[config.mk]
export PLATFORM = sky130hd
export DESIGN_NAME = controlador_display_4_digitos
export DESIGN_NICKNAME = d
export VERILOG_FILES = /design/src/rtl/display_pkg.sv /design/src/rtl/decodificador_bcd_7seg.sv /design/src/rtl/controlador_display_4_digitos.sv
export SDC_FILE = /design/constraint.sdc
export NUM_CORES = 1
export LEC_CHECK = 0
export CORE_MARGIN = 10
export CORE_UTILIZATION = 59
export DETAILED_ROUTE_END_ITERATION = 10
export GPL_TIMING_DRIVEN = 0
export MAX_ROUTING_LAYER = met4
export PLACE_DENSITY = 0.88
export SLEW_MARGIN = 20
export SYNTH_ARGS = -nofsm -noshare
export SYNTH_HDL_FRONTEND = slang
export SYNTH_SLANG_ARGS = --single-unit
[constraint.sdc]
create_clock -name clk -period 2.8 [get_ports clk]
set_input_delay 0.28 -clock clk [delete_from_list [all_inputs] [get_ports clk]]
set_output_delay 0.28 -clock clk [all_outputs]
set_load 0.03 [all_outputs]
[src/rtl/display_pkg.sv]
// Shared types and constants for the 4-digit multiplexed 7-segment controller.
package display_pkg;

   localparam int DATO_W  = 10;
   localparam int BCD_W   = 16;
   localparam int SHIFT_W = 26;
   localparam int N_ITER  = 10;

   typedef enum logic [1:0] {
      IDLE,
      CONV,
      LOAD
   } estado_t;

   // Active-low patterns, bit0 = a ... bit6 = g
   localparam logic [6:0] SEG_0   = 7'b1000000;
   localparam logic [6:0] SEG_1   = 7'b1111001;
   localparam logic [6:0] SEG_2   = 7'b0100100;
   localparam logic [6:0] SEG_3   = 7'b0110000;
   localparam logic [6:0] SEG_4   = 7'b0011001;
   localparam logic [6:0] SEG_5   = 7'b0010010;
   localparam logic [6:0] SEG_6   = 7'b0000010;
   localparam logic [6:0] SEG_7   = 7'b1111000;
   localparam logic [6:0] SEG_8   = 7'b0000000;
   localparam logic [6:0] SEG_9   = 7'b0010000;
   localparam logic [6:0] SEG_OFF = 7'b1111111;

endpackage

[src/rtl/decodificador_bcd_7seg.sv]
// Combinational BCD digit to active-low 7-segment pattern; non-decimal codes go dark.
module decodificador_bcd_7seg
   import display_pkg::*;
(
   input  logic [3:0] bcd,
   output logic [6:0] seg
);

   always_comb begin
      seg = SEG_OFF;
      case (bcd)
         4'd0: seg = SEG_0;
         4'd1: seg = SEG_1;
         4'd2: seg = SEG_2;
         4'd3: seg = SEG_3;
         4'd4: seg = SEG_4;
         4'd5: seg = SEG_5;
         4'd6: seg = SEG_6;
         4'd7: seg = SEG_7;
         4'd8: seg = SEG_8;
         4'd9: seg = SEG_9;
         default: seg = SEG_OFF;
      endcase
   end

endmodule

[src/rtl/controlador_display_4_digitos.sv]
// Binary-to-BCD (double dabble, one shift per clock) feeding a 4-digit multiplexed
// active-low 7-segment display with leading-zero blanking.
//
// state | meaning
// IDLE  | waiting for dato_valido; display shows last result
// CONV  | one add-3/shift iteration per clock, 10 total
// LOAD  | copy BCD result to display registers, pulse listo
module controlador_display_4_digitos
   import display_pkg::*;
#(
   parameter int REFRESH_DIV = 100000
)(
   input  logic              clk,
   input  logic              reset,
   input  logic [DATO_W-1:0] dato,
   input  logic              dato_valido,
   output logic              ocupado,
   output logic              listo,
   output logic [3:0]        anodos,
   output logic [6:0]        segmentos
);

   localparam int CNT_W = (REFRESH_DIV > 2) ? $clog2(REFRESH_DIV) : 1;

   estado_t              estado, estado_n;
   logic                 carga;
   logic [SHIFT_W-1:0]   sr, sr_adj;
   logic [3:0]           iter;
   logic [3:0]           unidades, decenas, centenas, millares;

   logic [CNT_W-1:0]     cnt;
   logic                 wrap;
   logic [1:0]           idx;
   logic                 upd;
   logic [3:0]           digito;
   logic                 blanco;
   logic [6:0]           seg_dec;
   logic [3:0]           anodos_n;
   logic [6:0]           segmentos_n;

   always_ff @(posedge clk or posedge reset) begin
      if (reset) estado <= IDLE;
      else       estado <= estado_n;
   end

   always_comb begin
      estado_n = estado;
      carga    = 1'b0;
      case (estado)
         IDLE: if (dato_valido) begin
            carga    = 1'b1;
            estado_n = CONV;
         end
         CONV: if (iter == 4'(N_ITER - 1)) estado_n = LOAD;
         LOAD: estado_n = IDLE;
         default: estado_n = IDLE;
      endcase
   end

   assign ocupado = (estado != IDLE);

   always_comb begin
      sr_adj = sr;
      for (int i = 0; i < 4; i++) begin
         if (sr[10 + 4*i +: 4] >= 4'd5) sr_adj[10 + 4*i +: 4] = sr[10 + 4*i +: 4] + 4'd3;
      end
   end

   always_ff @(posedge clk or posedge reset) begin
      if (reset) begin
         sr       <= '0;
         iter     <= '0;
         unidades <= '0;
         decenas  <= '0;
         centenas <= '0;
         millares <= '0;
         listo    <= 1'b0;
      end else begin
         listo <= (estado == LOAD);
         if (carga) begin
            sr   <= {{BCD_W{1'b0}}, dato};
            iter <= '0;
         end else if (estado == CONV) begin
            sr   <= {sr_adj[SHIFT_W-2:0], 1'b0};
            iter <= iter + 4'd1;
         end else if (estado == LOAD) begin
            unidades <= sr[13:10];
            decenas  <= sr[17:14];
            centenas <= sr[21:18];
            millares <= sr[25:22];
         end
      end
   end

   assign wrap = (cnt == CNT_W'(REFRESH_DIV - 1));

   always_comb begin
      digito = unidades;
      blanco = 1'b0;
      case (idx)
         2'd0: begin digito = unidades; blanco = 1'b0; end
         2'd1: begin digito = decenas;  blanco = (decenas == 4'd0) && (centenas == 4'd0) && (millares == 4'd0); end
         2'd2: begin digito = centenas; blanco = (centenas == 4'd0) && (millares == 4'd0); end
         2'd3: begin digito = millares; blanco = (millares == 4'd0); end
         default: begin digito = unidades; blanco = 1'b0; end
      endcase
   end

   decodificador_bcd_7seg u_dec (
      .bcd (digito),
      .seg (seg_dec)
   );

   assign anodos_n    = blanco ? 4'b1111 : ~(4'b0001 << idx);
   assign segmentos_n = blanco ? SEG_OFF : seg_dec;

   // Outputs latch only on the cycle after an index change so a slot never changes mid-way.
   always_ff @(posedge clk or posedge reset) begin
      if (reset) begin
         cnt       <= '0;
         idx       <= '0;
         upd       <= 1'b0;
         anodos    <= 4'b1110;
         segmentos <= SEG_0;
      end else begin
         cnt <= wrap ? '0 : cnt + CNT_W'(1);
         if (wrap) idx <= idx + 2'd1;
         upd <= wrap;
         if (upd) begin
            anodos    <= anodos_n;
            segmentos <= segmentos_n;
         end
      end
   end

endmodule

# Yosys cells after proc, flatten, opt, wreduce, memory -nomap -nowiden
# Memory sizes are Yosys's and may differ from the RTL's.
# Cells that the tools add are included.
dict set report totals {
  reg_bits 80
  rom_bits 112
  elab_cells 68
  n_memories 1
}
# name words word_bits read_ports rd_clocked_by_memory_dff write_ports line_no
set memory_table {}
lappend memory_table {{(no name shown)} 16 7 1 0 0 decodificador_bcd_7seg.sv:11} ;# case (bcd)
dict set report op_classes {
  n_addsub 7
  n_lt_le_gt_ge 4
  eq_ne 9
  n_shift 1
  mux 18
  bitwise_logic 3
  reduce_logical 12
}
# operator count
set ops {}
lappend ops {{$mux W26} 2}
lappend ops {{$mux W4} 6}
lappend ops {{$add A17 B1 Y17 const B} 1}
lappend ops {{$eq A17 B17 Y1 const B} 1}
lappend ops {{$mux W17} 1}
lappend ops {{$ge A4 B3 Y1 const B} 4}
lappend ops {{$pmux W4 S4} 1}
lappend ops {{$add A4 B2 Y4 const B} 3}
lappend ops {{$logic_not A4 Y1} 3}
lappend ops {{$mux W7} 1}
lappend ops {{$eq A2 B2 Y1 const B} 3}
lappend ops {{$add A4 B1 Y4 const B} 1}
lappend ops {{$eq A2 B1 Y1 const B} 2}
lappend ops {{$eq A4 B4 Y1 const B} 1}
lappend ops {{$logic_not A2 Y1} 2}
lappend ops {{$mux W2} 2}
lappend ops {{$ne A2 B2 Y1 const B} 2}
lappend ops {{$not A4 Y4} 1}
lappend ops {{$pmux W1 S4} 1}
lappend ops {{$pmux W2 S2} 1}
lappend ops {{$reduce_bool A2 Y1} 2}
lappend ops {{$shl A1 B2 Y4 const A} 1}
lappend ops {{$add A3 B2 Y3 const B} 1}
lappend ops {{$logic_and A1 B1 Y1} 3}
lappend ops {{other kinds (6)} 8}

# Depth between registers and ports, before layout
# Gate-level depths: netlist of the first run.
dict set report logic_depth {
  word_depth 5
  depth_mapped 8
}

# By module
# Synthesis of the first run repeated with hierarchy kept, for this count alone.
dict set report hier_totals {
  hier_cells 385
  hier_area_um2 3935.0
}
# mod instances cells_each area_per_inst_um2
set by_module_without_submodules {}
lappend by_module_without_submodules {controlador_display_4_digitos 1 352 3724.8}
lappend by_module_without_submodules {decodificador_bcd_7seg 1 33 210.2}

# Least setup slack after synthesis of the first run
# Ideal clock, no wire load.
dict set report synth_path {
  path_type {reg2reg}
  from {register idx[0]}
  to {register segmentos[1]}
  setup_ns 0.065
  t_arrival_ns 1.899
  required_ns 2.735
  slack_ns 0.836
  path_stages_with_launch 9
  period_less_slack_ns 1.964
  path_cell_list {dfrtp_1 inv_1 ha_1 clkbuf_2 mux2i_1 ha_1 nor2b_1 o21ai_0 o21a_1}
}
dict set report synth_between {
  elab_chain_cells 4
}
# item line_no
set synth_rtl {}
lappend synth_rtl {{start: declaration} controlador_display_4_digitos.sv:33} ;# logic [1:0] idx;
lappend synth_rtl {{start signal: assignment} controlador_display_4_digitos.sv:127} ;# if (wrap) idx <= idx + 2'd1;
lappend synth_rtl {{$eq A2 B2 Y1 (tied with other cells)} controlador_display_4_digitos.sv:100} ;# case (idx)
lappend synth_rtl {{$pmux W4 S4} controlador_display_4_digitos.sv:100}
lappend synth_rtl {{$mem_v2 Z16 W7} -}
lappend synth_rtl {{$mux W7 (*)} controlador_display_4_digitos.sv:115} ;# assign segmentos_n = blanco ? SEG_OFF : seg_dec;
lappend synth_rtl {{end signal: assignment} controlador_display_4_digitos.sv:131} ;# segmentos <= segmentos_n;
lappend synth_rtl {{end: declaration} controlador_display_4_digitos.sv:20} ;# output logic [6:0] segmentos
# Every way passes the cells marked *; elsewhere a longest branch is shown, timed or not.
# A chain may end at the register's enable or synchronous reset.

# Worst setup path after layout of the first run
# Ends and elaborated chain as after synthesis.

==> flow_summary_export.csv, run 1 <==
group,metric,value,unit
status,outcome,"completed",
logic_synthesis,synth-edff-count,0,
cts,cts_made_buffers,9,
global_routing,grt_use_total,0.164,
logic_synthesis,ys.flop_type,"dfrtp_1",
finish,nFillCells,452,
drt,num_vias,2956,
setup_path,r2r_cells,8,
logic_synthesis,synth.distinct_cells,48,
timing,finalClockSkew,0.0139,ns
timing,setup_ws,0.488,ns
logic_synthesis,syn_area_per_cell,10.3,um2
power,p_leak,2.06,nW
drt,drt_iter0_drc,210,
finish,regArea,0.00201,mm2
cts,cts_sinks,80,
logic_synthesis,synth_largest_area_cell,"dfrtp_1",
logic_synthesis,synth_top_area_share,0.493,
drt,wl_per_cell,15.8,um
finish,fin_util,0.699,
job,drv_cap,0,
finish,nets,444,
power,power_density,871,mW/mm2
logic_synthesis,syn-cell-area,0.00386,mm2
drt,drc_errors,0,
logic_synthesis,yosys_warnings,0,
setup_path,required,3.09,ns
placement,gp_congestion,0.834,
logic_synthesis,yosys-top-cells-count,"dfrtp_1, nand2_1, o21ai_0, nor2_1, inv_1",
timing,worst_hold_slack,0.305,ns
finish,antenna_cells,0,
timing,finalMaxSlewViolations,0,
finish,layout-drive-gt1-share,0.0911,
floorplanning,fp.dieH,101,um
cts,post_cts_buffers,0,
setup_path,worst_r2r_endpoint,"segmentos[1]",
timing,hold_viol,0,
setup_path,rr_startpoint,"idx[0]",
worst_hold_path,hold_path.class,"input pin to async pin",
placement,portBuffers,25,
cts,ctsHoldBuffers,0,
floorplanning,initial_core_util,0.607,
setup_path,worstPathArrival,2.61,ns
floorplanning,fp.dieArea,0.0102,mm2
drt,ant_nets,0,
cts,htree_levels,3,
timing,setup_tns,0,ns
cts,worstSkewPairLatency,0.35,ns
floorplanning,io_pins,26,
logic_synthesis,async_flop_share,1.00,
global_routing,overflow,0,
drt,vias_per_cell,5.98,
logic_synthesis,synth-seq-area-share,0.520,
timing,relSlewSlack,0.512,
timing,fmaxAchievable,432,MHz
setup_path,crit_path_max_fanout,6,
cts,clkTransAtPathRegs,0.08,ns
cts,root_buffer,"clkbuf_8",
setup_path,regToRegSetupSlack,0.49,ns
global_routing,grt_pass1_vias,2947,
cts,ctsLongestPathBuffers,2,
cts,post_cts_resize_count,0,
cts,cts_tree,"built",
global_routing,grt_pass1_wl,13300,um
floorplanning,rows,29,
logic_synthesis,synth_area_leaders,"dfrtp_1, ha_1, nand2_1",
logic_synthesis,syn_nets,407,
logic_synthesis,syn_inst,375,
timing,final.min_clock_period,2.31,ns
finish,syn_to_final_growth,15.1,%
logic_synthesis,synthMostInstantiatedCell,"dfrtp_1",
placement,dp_slack,0.554,ns
global_routing,antenna_found_initial,0,
power,finalPower,0.00387,W
setup_path,cp-end-kind,"flip-flop",
floorplanning,die_w,101,um
setup_path,crit_type,"flip-flop to flip-flop",
power,ir_drop,0.538,mV
setup_path,startpoint_type,"flip-flop",
placement,hpwlAfterDp,5500,um
drt,first_pass_iters,5,
timing,fin_crit_sh,0.826,
timing,setup_viol,0,
timing,rsz0062_at_grt,"no",
timing,tightest_slew,0.712,ns
drt,drt-total-wl,7800,um
global_routing,grt_max_degree,44,
floorplanning,core-area,0.00635,mm2
logic_synthesis,synth_seq_cells,80,
finish,multi_input_area,0.00171,mm2
==> metrics by stage <==
stage | cell area [um2] | std cells
floorplan | 3860 | 375
global placement | 4200 | 477
detailed placement | 4230 | 478
CTS | 4440 | 494
global route | 4440 | 494
finish | 4440 | 494
==> where the power goes <==
part | switching [W] | internal [W] | leakage [nW]
Clock | 0.000403 | 0.000503 | 0.104
Sequential | 0.000253 | 0.00145 | 1.02
Combinational | 0.000741 | 0.000515 | 0.943
==> cell type report <==
class	instances	area share
Sequential cell	80	0.452
Tap cell	77	0.0217
Timing Repair Buffer	26	0.0609
Inverter	22	0.0192
Multi-Input combinational cell	259	0.384
Clock inverter	5	0.0183
Clock buffer	11	0.0296
Buffer	14	0.0138
==> placed cells by master, fill, tap and decap left out, drive strengths merged, types with 5 or more instances in the layout <==
cell type,synthesis,final
mux2,9,9
xnor2,11,11
a21oi,17,17
xor2,10,10
buf,4,5
nor2b,6,6
clkbuf,10,21
nand2b,8,8
o31ai,5,5
nand3,16,16
o21ai,32,32
ha,19,19
mux2i,6,6
nand2,44,44
clkdlybuf4s50,0,25
nor2,25,25
dfrtp,76,76
inv,22,22
a22oi,9,9
==> cells by family (layout without fill, tap and decap cells) <==
logic type | Yosys count | after routing | share of synthesized area
compound gates | 82 | 82 | 0.134
xor+xnor | 21 | 21 | 0.0477
fa+ha+maj | 19 | 19 | 0.0616
buf+inv | 36 | 78 | 0.0373
flops | 80 | 80 | 0.520
mux | 15 | 15 | 0.0419
simple gates | 122 | 122 | 0.157
==> sequential cells by signal, indices dropped and copies added (netlist names) <==
register,count
iter,4
millares,4
sr,26
listo,1
upd,1
centenas,4
decenas,4
unidades,4
cnt,17
estado,2
anodos,4
segmentos,7
idx,2
==> worst max path at each step <==
stage                      start            to  cells after the start
after floorplan            reset     anodos[0]                      1
after global placement     reset  segmentos[4]                      2
after detailed placement  idx[0]  segmentos[1]                      8
after CTS                 idx[0]  segmentos[1]                      8
after global routing      idx[0]  segmentos[1]                      8
final                     idx[0]  segmentos[1]                      8
==> worst max-delay path, stage by stage (launching register included) <==
cell and delay [ns]:
dfrtp_1 0.41, inv_1 0.17, ha_1 0.18, clkbuf_2 0.18, mux2i_1 0.53, ha_1 0.35, nor2b_1 0.14, o21ai_0 0.17
o21a_1 0.13
==> metal layers <==
layer / GRT usage / up-vias / routed length (um)
li1: - / 1389 / -
met1: 0.190 / 1454 / 3310
met2: 0.264 / 97 / 3940
met3: 0.0322 / 16 / 399
met4: 0.0837 / 0 / 150
met5: - / - / 0
Power figures use the tool's default switching activity.
==> run 2: changes to the inputs <==
--- a/config.mk
+++ b/config.mk
@@ -6,11 +6,11 @@
 export NUM_CORES = 1
 export LEC_CHECK = 0
 export CORE_MARGIN = 10
-export CORE_UTILIZATION = 59
+export CORE_UTILIZATION = 53
 export DETAILED_ROUTE_END_ITERATION = 10
 export GPL_TIMING_DRIVEN = 0
 export MAX_ROUTING_LAYER = met4
-export PLACE_DENSITY = 0.88
+export PLACE_DENSITY = 0.84
 export SLEW_MARGIN = 20
 export SYNTH_ARGS = -nofsm -noshare
 export SYNTH_HDL_FRONTEND = slang
==> constraint.sdc (replaced) <==
create_clock -name clk -period 2 [get_ports clk]
set_input_delay 0.2 -clock clk [delete_from_list [all_inputs] [get_ports clk]]
set_output_delay 0.2 -clock clk [all_outputs]
set_load 0.03 [all_outputs]
==> run 2 against run 1 <==
Net effect:
- the run now ends with setup timing left
- clock power increased by 51%
- core utilization decreased by 4.4 points
- count of clock-buffer cells in the layout increased by 1
- worst setup slack got worse by 0.65 ns
- critical endpoint unchanged
- largest cell class unchanged
==> flow_summary_export.csv, run 2 (synthesis gave the netlist of run 1 again) <==
group,metric,value,unit
drt,first_pass_iters,5,
finish,largest_registers,"sr (26), cnt (17), segmentos (7)",
finish,final_cell_mix,"dfrtp_1, nand2_1, o21ai_0, nor2_1, clkdlybuf4s50_1",
drt,wl_per_cell,14.9,um
finish,nets,454,
finish,fin_cells,526,
placement,dp_slack,-0.293,ns
setup_path,required,2.25,ns
drt,ant_nets,0,
floorplanning,io_pins,26,
timing,relSlewSlack,0.539,
placement,gp_congestion,0.846,
power,p_leak,2.13,nW
setup_path,crit_path_max_fanout,6,
finish,largest_reg_flops,26,
global_routing,antenna_found_initial,0,
drt,drc_errors,0,
placement,portBuffers,25,
drt,drt-total-wl,7840,um
cts,cts_made_buffers,9,
power,power_density,1200,mW/mm2
global_routing,grt_pass1_vias,2997,
global_routing,grt_pass1_wl,13600,um
global_routing,overflow,0,
cts,clkTransAtPathRegs,0.08,ns
timing,hold_viol,0,
floorplanning,die_w,105,um
setup_path,worstPathArrival,2.41,ns
floorplanning,core-area,0.00718,mm2
cts,htree_levels,3,
finish,antenna_cells,0,
setup_path,startpoint_type,"flip-flop",
status,outcome,"complete, but fails checks",
floorplanning,fp.dieH,105,um
power,comb_power_share,0.334,
finish,fin_util,0.655,
setup_path,r2r_cells,7,
placement,hpwlAfterDp,5440,um
setup_path,cp-end-kind,"flip-flop",
drt,vias_per_cell,5.53,
timing,finalClockSkew,0.00964,ns
power,power.switching,0.00201,W
timing,setup_ws,-0.159,ns
setup_path,rr_startpoint,"idx[0]",
cts,ctsHoldBuffers,0,
status,violations,"setup timing",
setup_path,crit_type,"flip-flop to flip-flop",
timing,rsz0062_at_grt,"yes",
placement,dpl.cell_count,501,
floorplanning,fp.dieArea,0.0111,mm2
timing,setup_viol,7,
power,switching_share,0.356,
cts,root_buffer,"clkbuf_8",
finish,final_common_cell,"dfrtp_1",
drt,num_vias,2907,
global_routing,grt_max_degree,37,
power,p_int,0.00362,W
power,power.clock.fraction,0.243,
setup_path,regToRegSetupSlack,-0.16,ns
timing,tightest_slew,0.687,ns
timing,final.min_clock_period,2.16,ns
timing,fmaxAchievable,463,MHz
global_routing,grt_use_total,0.150,
job,drv_cap,0,
finish,nFillCells,548,
finish,regMostFlops,"sr",
power,ir_drop,0.719,mV
floorplanning,initial_core_util,0.537,
cts,worstSkewPairLatency,0.35,ns
setup_path,worst_r2r_endpoint,"segmentos[1]",
drt,drt_iter0_drc,146,
cts,cts_tree,"built",
cts,ctsLongestPathBuffers,2,
power,pwr-share-seq,0.423,
floorplanning,rows,31,
timing,finalMaxSlewViolations,0,
finish,syn_to_final_growth,21.9,%
timing,fin_crit_sh,1.08,
timing,worst_hold_slack,0.202,ns
finish,layout-drive-gt1-share,0.157,
worst_hold_path,hold_path.class,"input pin to async pin",
cts,cts_sinks,80,
==> run 2: cell types whose count changed in the layout (fill, tap and decap cells not counted), moves of 3 or more <==
cell	previous run	this run
buf_4	0	8
mux2i_1	6	2
ha_4	0	3
ha_1	19	15
==> run 2: timing repair <==
action | CTS | global route
endpoints found under the setup margin | 16 | 17
setup buffers | 9 | 0
hold endpoints to repair | 0 | 0
gates resized for setup | 21 | 9
pin swaps | 9 | 6
==> run 2: worst max-delay path by stage <==
stage / start / endpoint / slack [ns] / depth (start not counted)
2_1_floorplan: idx[0] / segmentos[1] / 0.04 / 8
3_3_place_gp: idx[0] / segmentos[3] / -0.18 / 7
3_5_place_dp: idx[0] / segmentos[1] / -0.29 / 8
4_1_cts: idx[0] / segmentos[1] / -0.06 / 7
5_1_grt: idx[0] / segmentos[1] / -0.23 / 7
6_report: idx[0] / segmentos[1] / -0.16 / 7
==> run 2: final cells by class <==
cell class | count | area (um2) | area share
inverter | 22 | 88.8 | 0.0189
buffer | 14 | 63.8 | 0.0136
tap | 99 | 124 | 0.0263
clock inverter | 4 | 76.3 | 0.0162
timing repair buffer | 36 | 362 | 0.0769
multi-input combinational | 259 | 1820 | 0.388
sequential | 80 | 2010 | 0.427
clock buffer | 12 | 155 | 0.0330
==> run 2: metal layers <==
layer,vias to the layer above,wire length (um),track usage
met1,1419,3490,0.170
li1,1409,-,-
met5,-,0,-
met3,13,307,0.0402
met4,0,121,0.0559
met2,66,3910,0.248
==> run 2: worst max-delay path, cell delays in order, from the launching register on <==
cell,delay [ns]
dfrtp_2,0.47
ha_4,0.20
a222oi_1,0.46
mux2i_2,0.19
ha_1,0.36
nor2b_4,0.17
o21ai_2,0.06
o21a_1,0.14
==> run 2: power by group through the flow <==
| stage | clock network [W] | logic (W) | registers (W) |
|---|---|---|---|
| after global routing | 0.00145 | 0.00213 | 0.00245 |
| after CTS | 0.00138 | 0.00179 | 0.00238 |
| after detailed placement | 0 | 0.00170 | 0.00241 |
| final | 0.00137 | 0.00188 | 0.00238 |
| after global placement | 0 | 0.00160 | 0.00238 |
| after floorplan | 0 | 0.00133 | 0.00230 |
==> run 2: through the flow <==
step | instance area (um2) | TNS, ns | total power (W)
3_3_place_gp | 4230 | -0.823 | 0.00398
2_1_floorplan | 3860 | 0 | 0.00363
4_1_cts | 4650 | -0.127 | 0.00555
5_1_grt | 4700 | -1.42 | 0.00603
6_report | 4700 | -0.773 | 0.00563
3_5_place_dp | 4270 | -1.74 | 0.00411
==> run 3: changes to the inputs <==
==> constraint.sdc (replaced) <==
create_clock -name clk -period 2 [get_ports clk]
set_input_delay 0.2 -clock clk [delete_from_list [all_inputs] [get_ports clk]]
set_output_delay 0.2 -clock clk [all_outputs]
set_load 0.005 [all_outputs]
==> results of run 3 <==
The final DEF is identical to that of run 2. Status: complete, but fails checks: setup timing.
Main changes from that run: total power 0.00563 W -> 0.00561 W
